`config.mk`:
```
export PLATFORM = sky130hd
export DESIGN_NAME = apb_gpio_completer
export DESIGN_NICKNAME = d
export VERILOG_FILES = /design/src/rtl/apb_gpio_completer.sv
export SDC_FILE = /design/constraint.sdc
export NUM_CORES = 1
export LEC_CHECK = 0
export BUFFER_PORTS_ARGS = -buffer_cell sky130_fd_sc_hd__buf_4
export CAP_MARGIN = 40
export CELL_PAD_IN_SITES_DETAIL_PLACEMENT = 0
export CELL_PAD_IN_SITES_GLOBAL_PLACEMENT = 2
export CORE_AREA = 2 2 170 172
export DETAILED_ROUTE_END_ITERATION = 8
export DIE_AREA = 0 0 172 174
export GPL_ROUTABILITY_DRIVEN = 1
export HOLD_SLACK_MARGIN = 0.15
export PLACE_DENSITY_LB_ADDON = 0.12
export SETUP_SLACK_MARGIN = 0.4
export SYNTH_ARGS = -nofsm -noshare
export SYNTH_HDL_FRONTEND = slang
export SYNTH_SLANG_ARGS = --single-unit
```
`constraint.sdc`:
```
create_clock -name clk -period 2.3 [get_ports clk]
set_input_delay 0.23 -clock clk [delete_from_list [all_inputs] [get_ports clk]]
set_output_delay 0.23 -clock clk [all_outputs]
set_load 0.02 [all_outputs]
```
`src/rtl/apb_gpio_completer.sv`:
```
// apb_gpio_completer: APB completer owning the GPIO OUT/OE/IN register map.
// Define APB_GPIO_IRQ_EN to add IRQ_EN (0x0C), IRQ_STAT (0x10, W1C) and the irq output.
module apb_gpio_completer #(
    parameter int                    PADDR_SIZE  = 32,
    parameter int                    PDATA_SIZE  = 32,
    parameter int                    GPIO_WIDTH  = 32,
    parameter int                    WAIT_STATES = 0,
    parameter logic [PADDR_SIZE-1:0] BASE_ADDR   = '0
) (
    input  logic                    clk,
    input  logic                    rst,
    input  logic                    PSEL,
    input  logic                    PENABLE,
    input  logic [PADDR_SIZE-1:0]   PADDR,
    input  logic                    PWRITE,
    input  logic [PDATA_SIZE/8-1:0] PSTRB,
    input  logic [PDATA_SIZE-1:0]   PWDATA,
    output logic [PDATA_SIZE-1:0]   PRDATA,
    output logic                    PREADY,
    output logic                    PSLVERR,
    input  logic [GPIO_WIDTH-1:0]   gpio_in,
    output logic [GPIO_WIDTH-1:0]   gpio_out,
    output logic [GPIO_WIDTH-1:0]   gpio_oe
`ifdef APB_GPIO_IRQ_EN
    ,
    output logic                    irq
`endif
);
    localparam int SW = PDATA_SIZE / 8;

    typedef enum logic [1:0] {IDLE, WAIT, DONE} state_t;

    state_t                state_q, state_d;
    logic [3:0]            cnt_q, cnt_d;
    logic [PADDR_SIZE-1:0] addr_q, req_addr, offset;
    logic                  write_q, req_write;
    logic [SW-1:0]         strb_q;
    logic [PDATA_SIZE-1:0] wdata_q, lane_mask, rdata;
    logic [GPIO_WIDTH-1:0] out_q, out_d, oe_q, oe_d, sync1_q, sync2_q;
    logic [GPIO_WIDTH-1:0] wmask, wbits, rd;
    logic                  pready_q, pready_d, pslverr_q, pslverr_d;
    logic [PDATA_SIZE-1:0] prdata_q, prdata_d;
    logic                  accept, commit, err;
    logic                  hit_out, hit_oe, hit_in, hit_ien, hit_ist;

    for (genvar i = 0; i < SW; i++) begin : g_lane
        assign lane_mask[i*8 +: 8] = {8{strb_q[i]}};
    end

    assign wmask = lane_mask[GPIO_WIDTH-1:0];
    assign wbits = wdata_q[GPIO_WIDTH-1:0];

    // A setup phase is only recognised while idle; later phases use the latched request.
    assign accept    = state_q == IDLE && PSEL && !PENABLE;
    assign req_addr  = state_q == IDLE ? PADDR : addr_q;
    assign req_write = state_q == IDLE ? PWRITE : write_q;
    assign offset    = req_addr - BASE_ADDR;

    assign hit_out = offset == PADDR_SIZE'(0);
    assign hit_oe  = offset == PADDR_SIZE'(4);
    assign hit_in  = offset == PADDR_SIZE'(8);

    assign err = req_addr[1:0] != 2'b00
               || !(hit_out || hit_oe || hit_in || hit_ien || hit_ist)
               || (req_write && hit_in);

    // The error flag of the transfer in DONE is already held in pslverr_q.
    assign commit = state_q == DONE && write_q && !pslverr_q;
    assign out_d  = commit && hit_out ? (out_q & ~wmask) | (wbits & wmask) : out_q;
    assign oe_d   = commit && hit_oe ? (oe_q & ~wmask) | (wbits & wmask) : oe_q;

`ifdef APB_GPIO_IRQ_EN
    logic [GPIO_WIDTH-1:0] sync3_q, ien_q, ien_d, ist_q, ist_d;
    logic                  irq_q;

    assign hit_ien = offset == PADDR_SIZE'(12);
    assign hit_ist = offset == PADDR_SIZE'(16);
    assign ien_d   = commit && hit_ien ? (ien_q & ~wmask) | (wbits & wmask) : ien_q;
    // Rising edges are ORed in after the clear so a same-cycle set survives.
    assign ist_d   = (ist_q & ~(commit && hit_ist ? wbits & wmask : '0)) | (sync2_q & ~sync3_q);
    assign irq     = irq_q;

    // Edge-detect history, interrupt registers and the registered irq line.
    always_ff @(posedge clk or negedge rst) begin
        if (!rst) begin
            sync3_q <= '0;
            ien_q   <= '0;
            ist_q   <= '0;
            irq_q   <= 1'b0;
        end else begin
            sync3_q <= sync2_q;
            ien_q   <= ien_d;
            ist_q   <= ist_d;
            irq_q   <= |(ist_q & ien_q);
        end
    end
`else
    assign hit_ien = 1'b0;
    assign hit_ist = 1'b0;
`endif

    // Read mux uses next-state register values so a read right after a write sees it.
    always_comb begin
        rd = hit_out ? out_d : hit_oe ? oe_d : sync2_q;
`ifdef APB_GPIO_IRQ_EN
        rd = hit_ien ? ien_d : hit_ist ? ist_d : rd;
`endif
        rdata = '0;
        rdata[GPIO_WIDTH-1:0] = rd;
    end

    // FSM state register and wait-state counter.
    always_ff @(posedge clk or negedge rst) begin
        if (!rst) begin
            state_q <= IDLE;
            cnt_q   <= '0;
        end else begin
            state_q <= state_d;
            cnt_q   <= cnt_d;
        end
    end

    // Next state: count wait states while selected, abort to IDLE if PSEL drops.
    always_comb begin
        state_d = state_q;
        cnt_d   = cnt_q;
        case (state_q)
            IDLE: begin
                if (accept) begin
                    state_d = WAIT_STATES == 0 ? DONE : WAIT;
                    cnt_d   = 4'(WAIT_STATES);
                end
            end
            WAIT: begin
                if (!PSEL) begin
                    state_d = IDLE;
                    cnt_d   = '0;
                end else begin
                    cnt_d   = cnt_q - 4'd1;
                    state_d = cnt_q == 4'd1 ? DONE : WAIT;
                end
            end
            default: state_d = IDLE;
        endcase
    end

    // Response is formed on entry to DONE so it appears registered during the PREADY cycle.
    always_comb begin
        pready_d  = state_d == DONE;
        pslverr_d = pready_d && err;
        prdata_d  = pready_d && !err && !req_write ? rdata : '0;
    end

    // Request latch, GPIO registers, input synchroniser and registered response.
    always_ff @(posedge clk or negedge rst) begin
        if (!rst) begin
            addr_q    <= '0;
            write_q   <= 1'b0;
            strb_q    <= '0;
            wdata_q   <= '0;
            out_q     <= '0;
            oe_q      <= '0;
            sync1_q   <= '0;
            sync2_q   <= '0;
            pready_q  <= 1'b0;
            pslverr_q <= 1'b0;
            prdata_q  <= '0;
        end else begin
            if (accept) begin
                addr_q  <= PADDR;
                write_q <= PWRITE;
                strb_q  <= PSTRB;
                wdata_q <= PWDATA;
            end
            out_q     <= out_d;
            oe_q      <= oe_d;
            sync1_q   <= gpio_in;
            sync2_q   <= sync1_q;
            pready_q  <= pready_d;
            pslverr_q <= pslverr_d;
            prdata_q  <= prdata_d;
        end
    end

    assign PREADY   = pready_q;
    assign PSLVERR  = pslverr_q;
    assign PRDATA   = prdata_q;
    assign gpio_out = out_q;
    assign gpio_oe  = oe_q;
endmodule

```
==> impl_results.md <==
* CTS HTree Levels at 1
* CTS tree: built
* Pre-CTS WS at -0.123 ns
* DRT Wirelength at between 20000 and 30000 µm
* Total Power at 9.84 mW
* Startpoint Class: register
* CTS root buf: clkbuf_16
* Endpoint, Worst Hold: PSLVERR$_DFF_PN0_
* Crit path required time at between 2 and 3 ns
* Routed len/inst at around 20 µm
* Crit path buf inv count at 1
* Fin cells at 1457
* Worst hold path type: in -> reg
* Largest cells by area after synthesis: dfrtp_1 (65%), mux2_2 (14%), nand2_1 (3.4%), a21oi_1 (3.1%), mux2_4 (2.6%)
* Rows at 62
* Dpl cells at around 1300
* Cells after Synth at approximately 700
* Period minus WS final at approximately 2.2 ns
* Post-synthesis async set-or-reset flop share at between 90% and 100%
* Die area at 29900 µm²
* Setup-failing EPs final at 0
* R2r endpoint: gpio_out[30]$_DFF_PN0_
* Yosys Warn Count at 0
* Maximum clock path buffer count at 3
* Crit path cell chain: nor4_4 > nand4b_1 > a22o_4 > or4b_4 > buf_6 > mux2_4
* DP Wirelength at around 17000 µm
* Worst Tran Pin Value at about 0.74 ns
* Top Usage Layer GRT: met2
* Static leakage at 6.83 nW
* Total CTS buffers at 27
* Share of the synthesized area in the top cell type at about two thirds
* Reg-to-reg critical path startpoint: addr_q[24]$_DFFE_PN0P_
* GR Util met3 at 3.62%
* Max cap viols at 0
* Vias at 6975
* Arr. time, crit path at between 2 and 3 ns
* First-pass GRT wire length at around 42000 µm
* Aggregate global routing overflow at 0
* Worst skew pair latency at 0.54 ns
* Synth area leader: dfrtp_1
* Main synth FF type: dfrtp_1
* Die X-Extent at 172 µm
* Starting Density at between 30 and 40%
* Fmax at between 400 and 500 MHz
* Crit-path leading delay family: simple AND/OR/NAND/NOR gates
* Placeable Area at approximately 28000 µm²
* Critical Path Fanout Max at 8
* PwrDens at 681 nW/µm²
* Crit share post-route at between 90 and 100%
* Final net count at 1162
* Min setup slack post-route at 0.0606 ns
* Pre-antenna DRT Iters at 4
* Vias in the first global route at around 7300
* R2r setup slk at around 0.06 ns
* Via density at approximately 4.8
* Residual DRC at 0
* Netlist Area Pre-Place at 9140 µm²
* Max-slew headroom at between 50% and 60%
* Final Max Tran Viols at 0
* IO Count at 203
* Crit path largest cell delay at approximately 0.5 ns
* Iter 0 DRT Violations at 301
* Sequential area share after synthesis at roughly 65%
* Met1 global-route usage at a little under a quarter
* Cells on worst reg2reg path at 6
* Area Overhead vs Synth at 58.2%
* Fin Setup TNS at 0 ns
* FF+latch count, synth at around 240
* GR Util met2 at 30.1%
* Final ANT Viol Nets at 0
* Setup Crit Path Kind: reg -> reg
* Syn Nets at around 790
* Die Span Y at 174 µm
* Initial antenna violation count at 0
* Clock Sinks at 237
* CP endpoint kind: register
* Hold Startpoint: PADDR[1]
* Post-synth EDFFs at 0
* I/O Buffers at 202
* Inserted Diodes at 0
* Gr usage total at 18.0%
* Hold Path Depth at 6
* Largest net degree at the start of global routing at just over 90
* # fillers at roughly 2500
* Final Hold Vio Count at 0
* Post-synth cell types at 36
* Post-synthesis area per instance at between 10 and 15 µm²
* Slowest CP cell: or4b_4
* Worst Clk Skew at approximately 0.017 ns
* Routability cong. at between 0.7 and 0.8
* RSZ-0062 raised after global routing: yes
* Layout cells sized above 1 at between 40% and 50%
* Clk pin slew, worst setup/hold paths at around 0.06 ns
* Outcome: complete, no violations
* VDD IR-drop max at just over 0.4 mV
## cells in the mapped netlist (all sizes together), types with 2 or more instances
cell and number:
nor4 14, a21oi 57, nor2 37, nand4 2, dfrtp 237, a41o 2
mux2i 2, clkbuf 25, o21ai 9, a311o 8, and2 4, or4b 2
nand3 6, a211oi 2, mux2 133, ha 2, buf 8, nand4b 9
inv 3, nand2 84, a211o 24
## kinds of logic after synthesis
group           Yosys count  synth area share (%)
flops                   237                  64.9
fa+ha+maj                 2                 0.274
compound gates          105                  7.43
buf+inv                  36                  1.56
mux                     135                  17.4
simple gates            166                  8.48
## where the power goes
group	switching, mW	internal [mW]	leakage [nW]
Clock	1.69	2.39	0.416
Combinational	0.425	0.658	3.40
Sequential	0.233	4.45	3.01
## how the worst max path moves through the flow
stage                                 from                     end  slack [ns]  depth (start not counted)
floorplan             state_q[0]$_DFF_PN0_   gpio_oe[24]$_DFF_PN0_        0.12                          7
global placement                 PADDR[24]   gpio_oe[25]$_DFF_PN0_       -0.08                          8
detailed placement  addr_q[19]$_DFFE_PN0P_  gpio_out[29]$_DFF_PN0_       -0.12                          6
CTS                 addr_q[27]$_DFFE_PN0P_  gpio_out[30]$_DFF_PN0_        0.03                          6
global route        addr_q[24]$_DFFE_PN0P_   gpio_oe[24]$_DFF_PN0_        0.01                          6
finish              addr_q[24]$_DFFE_PN0P_  gpio_out[30]$_DFF_PN0_        0.06                          6
## sequential cells by signal, summed over array words and instances, names as in the netlist
| register | count |
|---|---|
| gpio_oe | 32 |
| state_q | 2 |
| cnt_q | 4 |
| PRDATA | 32 |
| sync2_q | 32 |
| strb_q | 4 |
| addr_q | 32 |
| gpio_out | 32 |
| wbits | 32 |
| sync1_q | 32 |
| PSLVERR | 1 |
| PREADY | 1 |
| write_q | 1 |
## cells in the final DEF (no fill, tap or decap), drive strengths merged, types with 2 or more instances in the layout
cell type    count
buf            263
nand4            2
a211oi           2
a41o             2
o21ai            9
a311o            8
nor2            37
inv              4
dfrtp          237
a211o           24
nor4            14
clkbuf          48
nand3            6
nand4b           9
nand2           84
mux2           133
a21oi           57
or4b             2
clkinv           7
and2             4
mux2i            2
dlygate4sd3    104
ha               2
## worst reg2reg max path, stage by stage, from the launching register on
cell and delay, ns:
dfrtp_1 0.41, nor4_4 0.31, nand4b_1 0.16, a22o_4 0.29, or4b_4 0.49, buf_6 0.17, mux2_4 0.30
## per-stage QoR
| stage | util [%] | hold WS [ns] | instance area [µm²] |
|---|---|---|---|
| 6_report | 51.2 | 0.272 | 14500 |
| 5_1_grt | 51.2 | 0.290 | 14500 |
| 4_1_cts | 48.3 | 0.242 | 13600 |
| 3_5_place_dp | 40.6 | 0.319 | 11500 |
| 3_3_place_gp | 40.6 | 0.301 | 11500 |
| 2_1_floorplan | - | -0.0656 | 9220 |
## cell type report
type                    instances  area, µm²  share of cell area [%]
inverters                       3       11.3                  0.0779
multi-input cells             408       3490                    24.1
repair buffers                378       3720                    25.7
flip-flops and latches        237       5930                    41.0
well taps                     384        480                    3.32
clock inverters                 9       73.8                   0.510
clock buffers                  38        757                    5.23
## timing repair
action | in CTS | in global routing
hold endpoints to repair | 193 | 0
resized for setup | 38 | 110
gates cloned | 5 | 13
setup buffers | 3 | 13
endpoints found under the setup margin | 166 | 165
pin swaps | 6 | 19
hold buffers | 104 | 0
## layer usage
metal,vias up,part of all wire (%)
met5,-,0
met4,0,2.0
met3,44,6.0
met2,208,47
met1,3545,45
li1,3178,-
(Power assumes the default switching activity.)
